## src/rtl/multicycle_ctrl_g7.sv

```systemverilog
// Multi-cycle control sequencer for the g7 RISC-V core: Moore FSM that steps
// one instruction through fetch/decode/execute/memory/writeback on a shared ALU.
module multicycle_ctrl_g7 #(
    parameter int MEM_WAIT_MAX = 15,
    parameter int CNT_W        = 32
) (
    input  logic             clk,
    input  logic             rst,
    input  logic [6:0]       opcode,
    input  logic             zero,
    input  logic             mem_ready,
    output logic             pc_en,
    output logic             pc_src,
    output logic             ir_write,
    output logic             iord,
    output logic             mem_read,
    output logic             mem_write,
    output logic             reg_write,
    output logic             mem_to_reg,
    output logic             alu_src_a,
    output logic [1:0]       alu_src_b,
    output logic [1:0]       alu_op,
    output logic             halted,
    output logic [3:0]       state,
    output logic [CNT_W-1:0] instret
);

    localparam logic [6:0] OP_R      = 7'b0110011;
    localparam logic [6:0] OP_ADDI   = 7'b0010011;
    localparam logic [6:0] OP_LOAD   = 7'b0000011;
    localparam logic [6:0] OP_STORE  = 7'b0100011;
    localparam logic [6:0] OP_BRANCH = 7'b1100011;

    localparam int WAIT_W = (MEM_WAIT_MAX < 2) ? 1 : $clog2(MEM_WAIT_MAX + 1);
    localparam logic [WAIT_W-1:0] WAIT_LAST = WAIT_W'((MEM_WAIT_MAX > 0) ? MEM_WAIT_MAX - 1 : 0);

    typedef enum logic [3:0] {
        S_RST      = 4'd0,
        S_FETCH    = 4'd1,
        S_DECODE   = 4'd2,
        S_EXEC_R   = 4'd3,
        S_EXEC_I   = 4'd4,
        S_MEM_ADDR = 4'd5,
        S_MEM_RD   = 4'd6,
        S_MEM_WR   = 4'd7,
        S_WB_ALU   = 4'd8,
        S_WB_MEM   = 4'd9,
        S_BRANCH   = 4'd10,
        S_ERROR    = 4'd15
    } state_t;

    state_t            r_state;
    logic [WAIT_W-1:0] r_wait;
    logic [CNT_W-1:0]  r_instret;

    logic w_memState;
    logic w_timeout;
    logic w_retire;

    assign w_memState = (r_state == S_FETCH) || (r_state == S_MEM_RD) || (r_state == S_MEM_WR);
    // A ready arriving on the last allowed wait cycle still completes the access.
    assign w_timeout  = (MEM_WAIT_MAX != 0) && w_memState && !mem_ready && (r_wait == WAIT_LAST);
    assign w_retire   = (r_state == S_WB_ALU) || (r_state == S_WB_MEM) || (r_state == S_BRANCH) ||
                        ((r_state == S_MEM_WR) && mem_ready);

    always_ff @(posedge clk or posedge rst) begin
        if (rst) begin
            r_state   <= S_RST;
            r_wait    <= '0;
            r_instret <= '0;
        end else begin
            if (w_memState && !mem_ready && !w_timeout)
                r_wait <= r_wait + WAIT_W'(1);
            else
                r_wait <= '0;

            if (w_retire)
                r_instret <= r_instret + CNT_W'(1);

            case (r_state)
                S_RST:      r_state <= S_FETCH;
                S_FETCH: begin
                    if (mem_ready)      r_state <= S_DECODE;
                    else if (w_timeout) r_state <= S_ERROR;
                end
                S_DECODE: begin
                    case (opcode)
                        OP_R:               r_state <= S_EXEC_R;
                        OP_ADDI:            r_state <= S_EXEC_I;
                        OP_LOAD, OP_STORE:  r_state <= S_MEM_ADDR;
                        OP_BRANCH:          r_state <= S_BRANCH;
                        default:            r_state <= S_ERROR;
                    endcase
                end
                S_EXEC_R, S_EXEC_I: r_state <= S_WB_ALU;
                S_MEM_ADDR: r_state <= (opcode == OP_LOAD) ? S_MEM_RD : S_MEM_WR;
                S_MEM_RD: begin
                    if (mem_ready)      r_state <= S_WB_MEM;
                    else if (w_timeout) r_state <= S_ERROR;
                end
                S_MEM_WR: begin
                    if (mem_ready)      r_state <= S_FETCH;
                    else if (w_timeout) r_state <= S_ERROR;
                end
                S_WB_ALU, S_WB_MEM, S_BRANCH: r_state <= S_FETCH;
                S_ERROR:    r_state <= S_ERROR;
                default:    r_state <= S_ERROR;
            endcase
        end
    end

    // Control word is a pure function of state, except the handshake-gated PC/IR loads.
    always_comb begin
        pc_en      = 1'b0;
        pc_src     = 1'b0;
        ir_write   = 1'b0;
        iord       = 1'b0;
        mem_read   = 1'b0;
        mem_write  = 1'b0;
        reg_write  = 1'b0;
        mem_to_reg = 1'b0;
        alu_src_a  = 1'b0;
        alu_src_b  = 2'b00;
        alu_op     = 2'b00;
        halted     = 1'b0;
        case (r_state)
            S_FETCH: begin
                mem_read  = 1'b1;
                alu_src_b = 2'b01;
                ir_write  = mem_ready;
                pc_en     = mem_ready;
            end
            S_DECODE:   alu_src_b = 2'b10;
            S_EXEC_R: begin
                alu_src_a = 1'b1;
                alu_op    = 2'b10;
            end
            S_EXEC_I, S_MEM_ADDR: begin
                alu_src_a = 1'b1;
                alu_src_b = 2'b10;
            end
            S_MEM_RD: begin
                mem_read = 1'b1;
                iord     = 1'b1;
            end
            S_MEM_WR: begin
                mem_write = 1'b1;
                iord      = 1'b1;
            end
            S_WB_ALU:   reg_write = 1'b1;
            S_WB_MEM: begin
                reg_write  = 1'b1;
                mem_to_reg = 1'b1;
            end
            S_BRANCH: begin
                alu_src_a = 1'b1;
                alu_op    = 2'b01;
                pc_src    = 1'b1;
                pc_en     = zero;
            end
            S_ERROR:    halted = 1'b1;
            default: ;
        endcase
    end

    assign state   = r_state;
    assign instret = r_instret;

endmodule

```

## config.mk

```make
export PLATFORM = sky130hd
export DESIGN_NAME = multicycle_ctrl_g7
export DESIGN_NICKNAME = d
export VERILOG_FILES = /design/src/rtl/multicycle_ctrl_g7.sv
export SDC_FILE = /design/constraint.sdc
export NUM_CORES = 1
export LEC_CHECK = 0
export CORE_MARGIN = 2
export CORE_UTILIZATION = 48
export CTS_CLUSTER_SIZE = 10
export DETAILED_ROUTE_END_ITERATION = 6
export MAX_ROUTING_LAYER = met4
export PLACE_DENSITY_LB_ADDON = 0.2
export SYNTH_ARGS = -nofsm -noshare
export SYNTH_HDL_FRONTEND = slang
export SYNTH_SLANG_ARGS = --single-unit
```

## constraint.sdc

```tcl
create_clock -name clk -period 1.8 [get_ports clk]
set_input_delay 0.18 -clock clk [delete_from_list [all_inputs] [get_ports clk]]
set_output_delay 0.18 -clock clk [all_outputs]
set_load 0.02 [all_outputs]
```

# Yosys cells after proc, flatten, opt, wreduce, memory -nomap -nowiden
# Cells that the tools add are included.
[totals]
regBits = 40
[classes]
n_addsub = 2
reduce_logical = 20
muxes = 20
eq_ne = 17
[op_table]
columns = ["op", "count"]
rows = [
  ["$add A32 B1 Y32 const B", 1],
  ["$pmux W4 S7", 1],
  ["$eq A4 B4 Y1 const B", 5],
  ["$mux W4", 5],
  ["$eq A4 B3 Y1 const B", 4],
  ["$pmux W4 S4", 1],
  ["$eq A7 B6 Y1 const B", 2],
  ["$mux W1", 10],
  ["$reduce_or A2 Y1", 5],
  ["$eq A4 B2 Y1 const B", 2],
  ["$pmux W2 S2", 2],
  ["$reduce_or A4 Y1", 2],
  ["$eq A7 B2 Y1 const B", 1],
  ["$eq A7 B5 Y1 const B", 1],
  ["$eq A7 B7 Y1 const B", 1],
  ["$logic_or A1 B1 Y1", 5],
  ["$add A4 B1 Y4 const B", 1],
  ["$eq A4 B1 Y1 const B", 1],
  ["$logic_and A1 B1 Y1", 4],
  ["$logic_not A4 Y1", 1],
  ["$reduce_or A3 Y1", 1],
  ["$logic_not A1 Y1", 2],
  ["$pmux W1 S2", 1],
]

# Logic depth before layout (Yosys ltp)
[depth]
depth_word = 8
ltp_mapped = 7
depth_no_buf = 7

# Worst setup path after synthesis
# No wires, ideal clock.
[synth_timing]
kind = "flip-flop to output port"
startpoint = "reg r_state[0] (netlist: state[0])"
endpoint = "out pc_en"
path_slack_ns = -0.412
path_buffers = 1
stages_incl_launch_ff = 6
arrival_time_ns = 2.032
path_cell_list = "dfrtp_1 buf_1 nand2b_1 nor3_1 and2_1 a21o_1"
[synth_via]
elab_chain_cells = 2
elab_cells_between_ends = 3
cone_classes = "eq/ne: 2; mux: 1"
[synth_rtl]
columns = ["element", "line", "source"]
rows = [
  ["start: declaration", "52", "state_t r_state;"],
  ["start signal: assignment", "96", "S_MEM_ADDR: r_state <= (opcode == OP_LOAD) ? S_MEM_RD : S_MEM_WR;"],
  ["$eq A4 B4 Y1 or $eq A4 B1 Y1 (tied branches)", "126", "case (r_state)"],
  ["$pmux W1 S2 *", "126", ""],
  ["end: declaration", "12", "output logic pc_en,"],
]
# Mark *: on every way between the ends. The rest lies on a longest branch, timed or not.

# Final worst setup path
[layout_timing]
startpoint = "reg r_state[3] (netlist: state[3])"
endpoint = "out mem_write"
[layout_via]
elab_chain_cells = 2
[layout_rtl]
columns = ["element", "line", "source"]
rows = [
  ["$eq A4 B3 Y1", "126", ""],
  ["$mux W1", "126", ""],
  ["end: declaration", "17", "output logic mem_write,"],
]
# Every way passes these cells.

==> impl_metrics.tcl <==
set metrics [dict create \
    clk_latency_ps 300 \
    cp.required_ps 1620 \
    cp_slowest_stage_delay_ps 470 \
    initial_utilization_pct 50.0 \
    clock_sinks 40 \
    p_leak_nw 1.51 \
    syn_avg_cell_area_um2 9.79 \
    grt_pass1_vias 1873 \
    layout-drive-gt1-share_pct 22.0 \
    relSlewSlack_pct 66.0 \
    drt_wl_total_um 5300 \
    finalWorstPathRequiredPeriod_ps 1770 \
    regArea_um2 1010 \
    first_pass_iters 4 \
    synth_top_cell_by_area "dfrtp_1" \
    reg2reg_depth 6 \
    r2r-start "state[3]" \
    clk_pin_slew_ps 90 \
    crit_slowest_cell "dfrtp_2" \
    tightest_slew_ps 510 \
    yosysWarnings 0 \
    wl_per_cell_um 14.3 \
    die_w_um 71.6 \
    nFillCells 338 \
    cts_root_buf "clkbuf_8" \
    fmax_ghz 0.565 \
    power_mw 1.82 \
    cts_tree "yes" \
    synth_cell_types 44 \
    numCtsBuffers 5 \
    grt_usage_pct 22.9 \
    crit_path_end_kind "output pin" \
    ys_ff_latch 40 \
    crit_type "reg -> out" \
    hold_viol 0 \
    netlist_area_um2 2190 \
    core-area_um2 4380 \
    dieArea_um2 5130 \
    synth_top_area_share_pct 45.6 \
    place_congestion 0.894 \
    ir_drop_uv 672 \
    setup_viol_count_final 0 \
    nets 331 \
    dpl.hpwl_um 3750 \
    syn_nets 238 \
    ys.flop_type "dfrtp_1" \
    finClkSkew_ps 15.0 \
    synth_compound_area_share_pct 9.30 \
    drc_errors 0 \
    rrSetupSlack_ps 90 \
    n_antenna_cell 0 \
    grt_first_pass_wirelength_um 8990 \
    cp-start-kind "register" \
    ys_async_sr_fraction_pct 100 \
    fin_tns_setup_ps 0 \
    outcome "complete, no violations" \
    area_growth_pct 48.2 \
    die_y_um 71.6 \
    ioPinCount 61 \
    crit_start "state[3]" \
    cts.path.max_buffers 2 \
    synth_fa_ha_area_share_pct 1.71 \
    synth-xor-area-share_pct 14.0 \
    antenna_found_initial 0 \
    overflow 0 \
    cts_hold_buf 0 \
    synthCells 224 \
    io_buffers 60 \
    min_period_over_period_pct 98.2 \
    hp-class "in -> async" \
    synth.area.top_cells "dfrtp_1 46%, xnor2_1 9.2%, xor2_1 4.8%, nor2_1 4.1%, nand2_1 3.8%" \
    setup.worst_path.end "mem_write" \
    worstPathMaxFanout 7 \
    worstPathArrival_ps 1590 \
    drv_slew 0 \
    num_vias 1966 \
    fp-row-count 24 \
    synthSimpleGateAreaFrac_pct 24.8 \
    viasPerCell 5.31 \
    grt_max_degree 41 \
    worstPathCellList "nand4b_1 > buf_4 > inv_1 > dlygate4sd2_1" \
    first_iter_violations 128 \
    ctsHtreeMaxLevel 2 \
    multi_input_area_um2 1160 \
    synth_top_family_by_area "simple AND/OR/NAND/NOR gates" \
    antenna_left 0 \
    muxShareOfSynthArea_pct 0.513 \
    synth_edf_count 0 \
    seq_area_frac_synth_pct 45.6 \
    cap_viol_max_count 0 \
    rr_endpoint "instret[24]" \
    p_per_area_nw_per_um2 560 \
]
power breakdown:
part | switching (mW) | leakage, nW | internal (mW) | total [mW]
combinational | 0.0489 | 0.929 | 0.0461 | 0.0950
clock | 0.326 | 0.0645 | 0.490 | 0.816
sequential | 0.00730 | 0.521 | 0.903 | 0.910
Yosys cell counts, drive strengths merged, types with 3 or more instances:
cell type and number:
nand4 10, dfrtp 40, inv 9, a21oi 5
clkbuf 4, buf 5, o21ai 5, ha 3
nor2 24, nand2 25, nand2b 5, nor3 8
nor4 4, xnor2 23, nand3 14, xor2 12
and2 3
per-layer routing:
| layer | vias to the layer above | part of all wire, % | routed length (um) | global-route usage, % |
|---|---|---|---|---|
| met2 | 74 | 46 | 2430 | 33.7 |
| met1 | 927 | 46 | 2420 | 30.7 |
| li1 | 957 | - | - | - |
| met5 | - | 0 | 0 | - |
| met4 | 0 | 1.7 | 90 | 7.76 |
| met3 | 8 | 6.9 | 363 | 6.19 |
state kept, by name, summed over array words and instances, names as in the netlist:
name	count
state	4
instret	32
r_wait	4
layout make-up:
class | count | share of cell area (%)
multi-input combinational | 166 | 35.7
sequential | 40 | 30.9
timing repair buffer | 95 | 26.4
clock buffer | 7 | 2.96
tap | 52 | 2.00
inverter | 9 | 1.04
clock inverter | 1 | 0.924
worst max-delay path, delay by kind of cell, from the launching register on:
kind | cells | cell delay [ps]
flip-flops | 1 | 470
buffers and inverters | 3 | 590
AND/OR/NAND/NOR | 1 | 230
cell usage in the layout (no fill, tap or decap), types with 4 or more instances in the layout:
cell	count
a21oi_1	5
buf_4	34
clkbuf_8	7
clkdlybuf4s50_1	46
dfrtp_1	36
dfrtp_2	4
dlygate4sd2_1	8
inv_1	9
nand2_1	22
nand3_1	14
nand4_1	8
nor2_1	23
nor3_1	5
o21ai_0	5
xnor2_1	23
xor2_1	12
cell families (layout without fill, tap and decap cells):
| family | after synthesis | after routing |
|---|---|---|
| xor+xnor | 35 | 35 |
| simple gates | 101 | 101 |
| buf+inv | 18 | 112 |
| mux | 1 | 1 |
| compound gates | 26 | 26 |
| flops | 40 | 40 |
| fa+ha+maj | 3 | 3 |
how the worst min path moves through the flow:
stage                  endpoint  cells past startpoint
global placement    instret[31]                      1
floorplan            instret[0]                      1
global route        instret[16]                      3
finish              instret[16]                      3
CTS                 instret[29]                      3
detailed placement  instret[31]                      1
through the flow:
stage | setup slack (ps) | std cells | hold WS [ps] | area, um2 | utilization [%]
5_1_grt | -44.7 | 370 | 373 | 3250 | 74.1
3_3_place_gp | -20.6 | 355 | 459 | 3040 | 69.3
2_1_floorplan | -5.91 | 224 | 398 | 2210 | -
4_1_cts | 1.17 | 364 | 333 | 3160 | 72.1
3_5_place_dp | -82.8 | 355 | 470 | 3040 | 69.3
6_report | 31.5 | 370 | 297 | 3250 | 74.1
what timing repair did:
action | 4_1_cts | 5_1_grt
setup buffers | 1 | 6
pin swaps | 0 | 2
resized for setup | 18 | 19
setup endpoints to repair | 26 | 21
No activity file was read; power rests on OpenSTA's default activity.
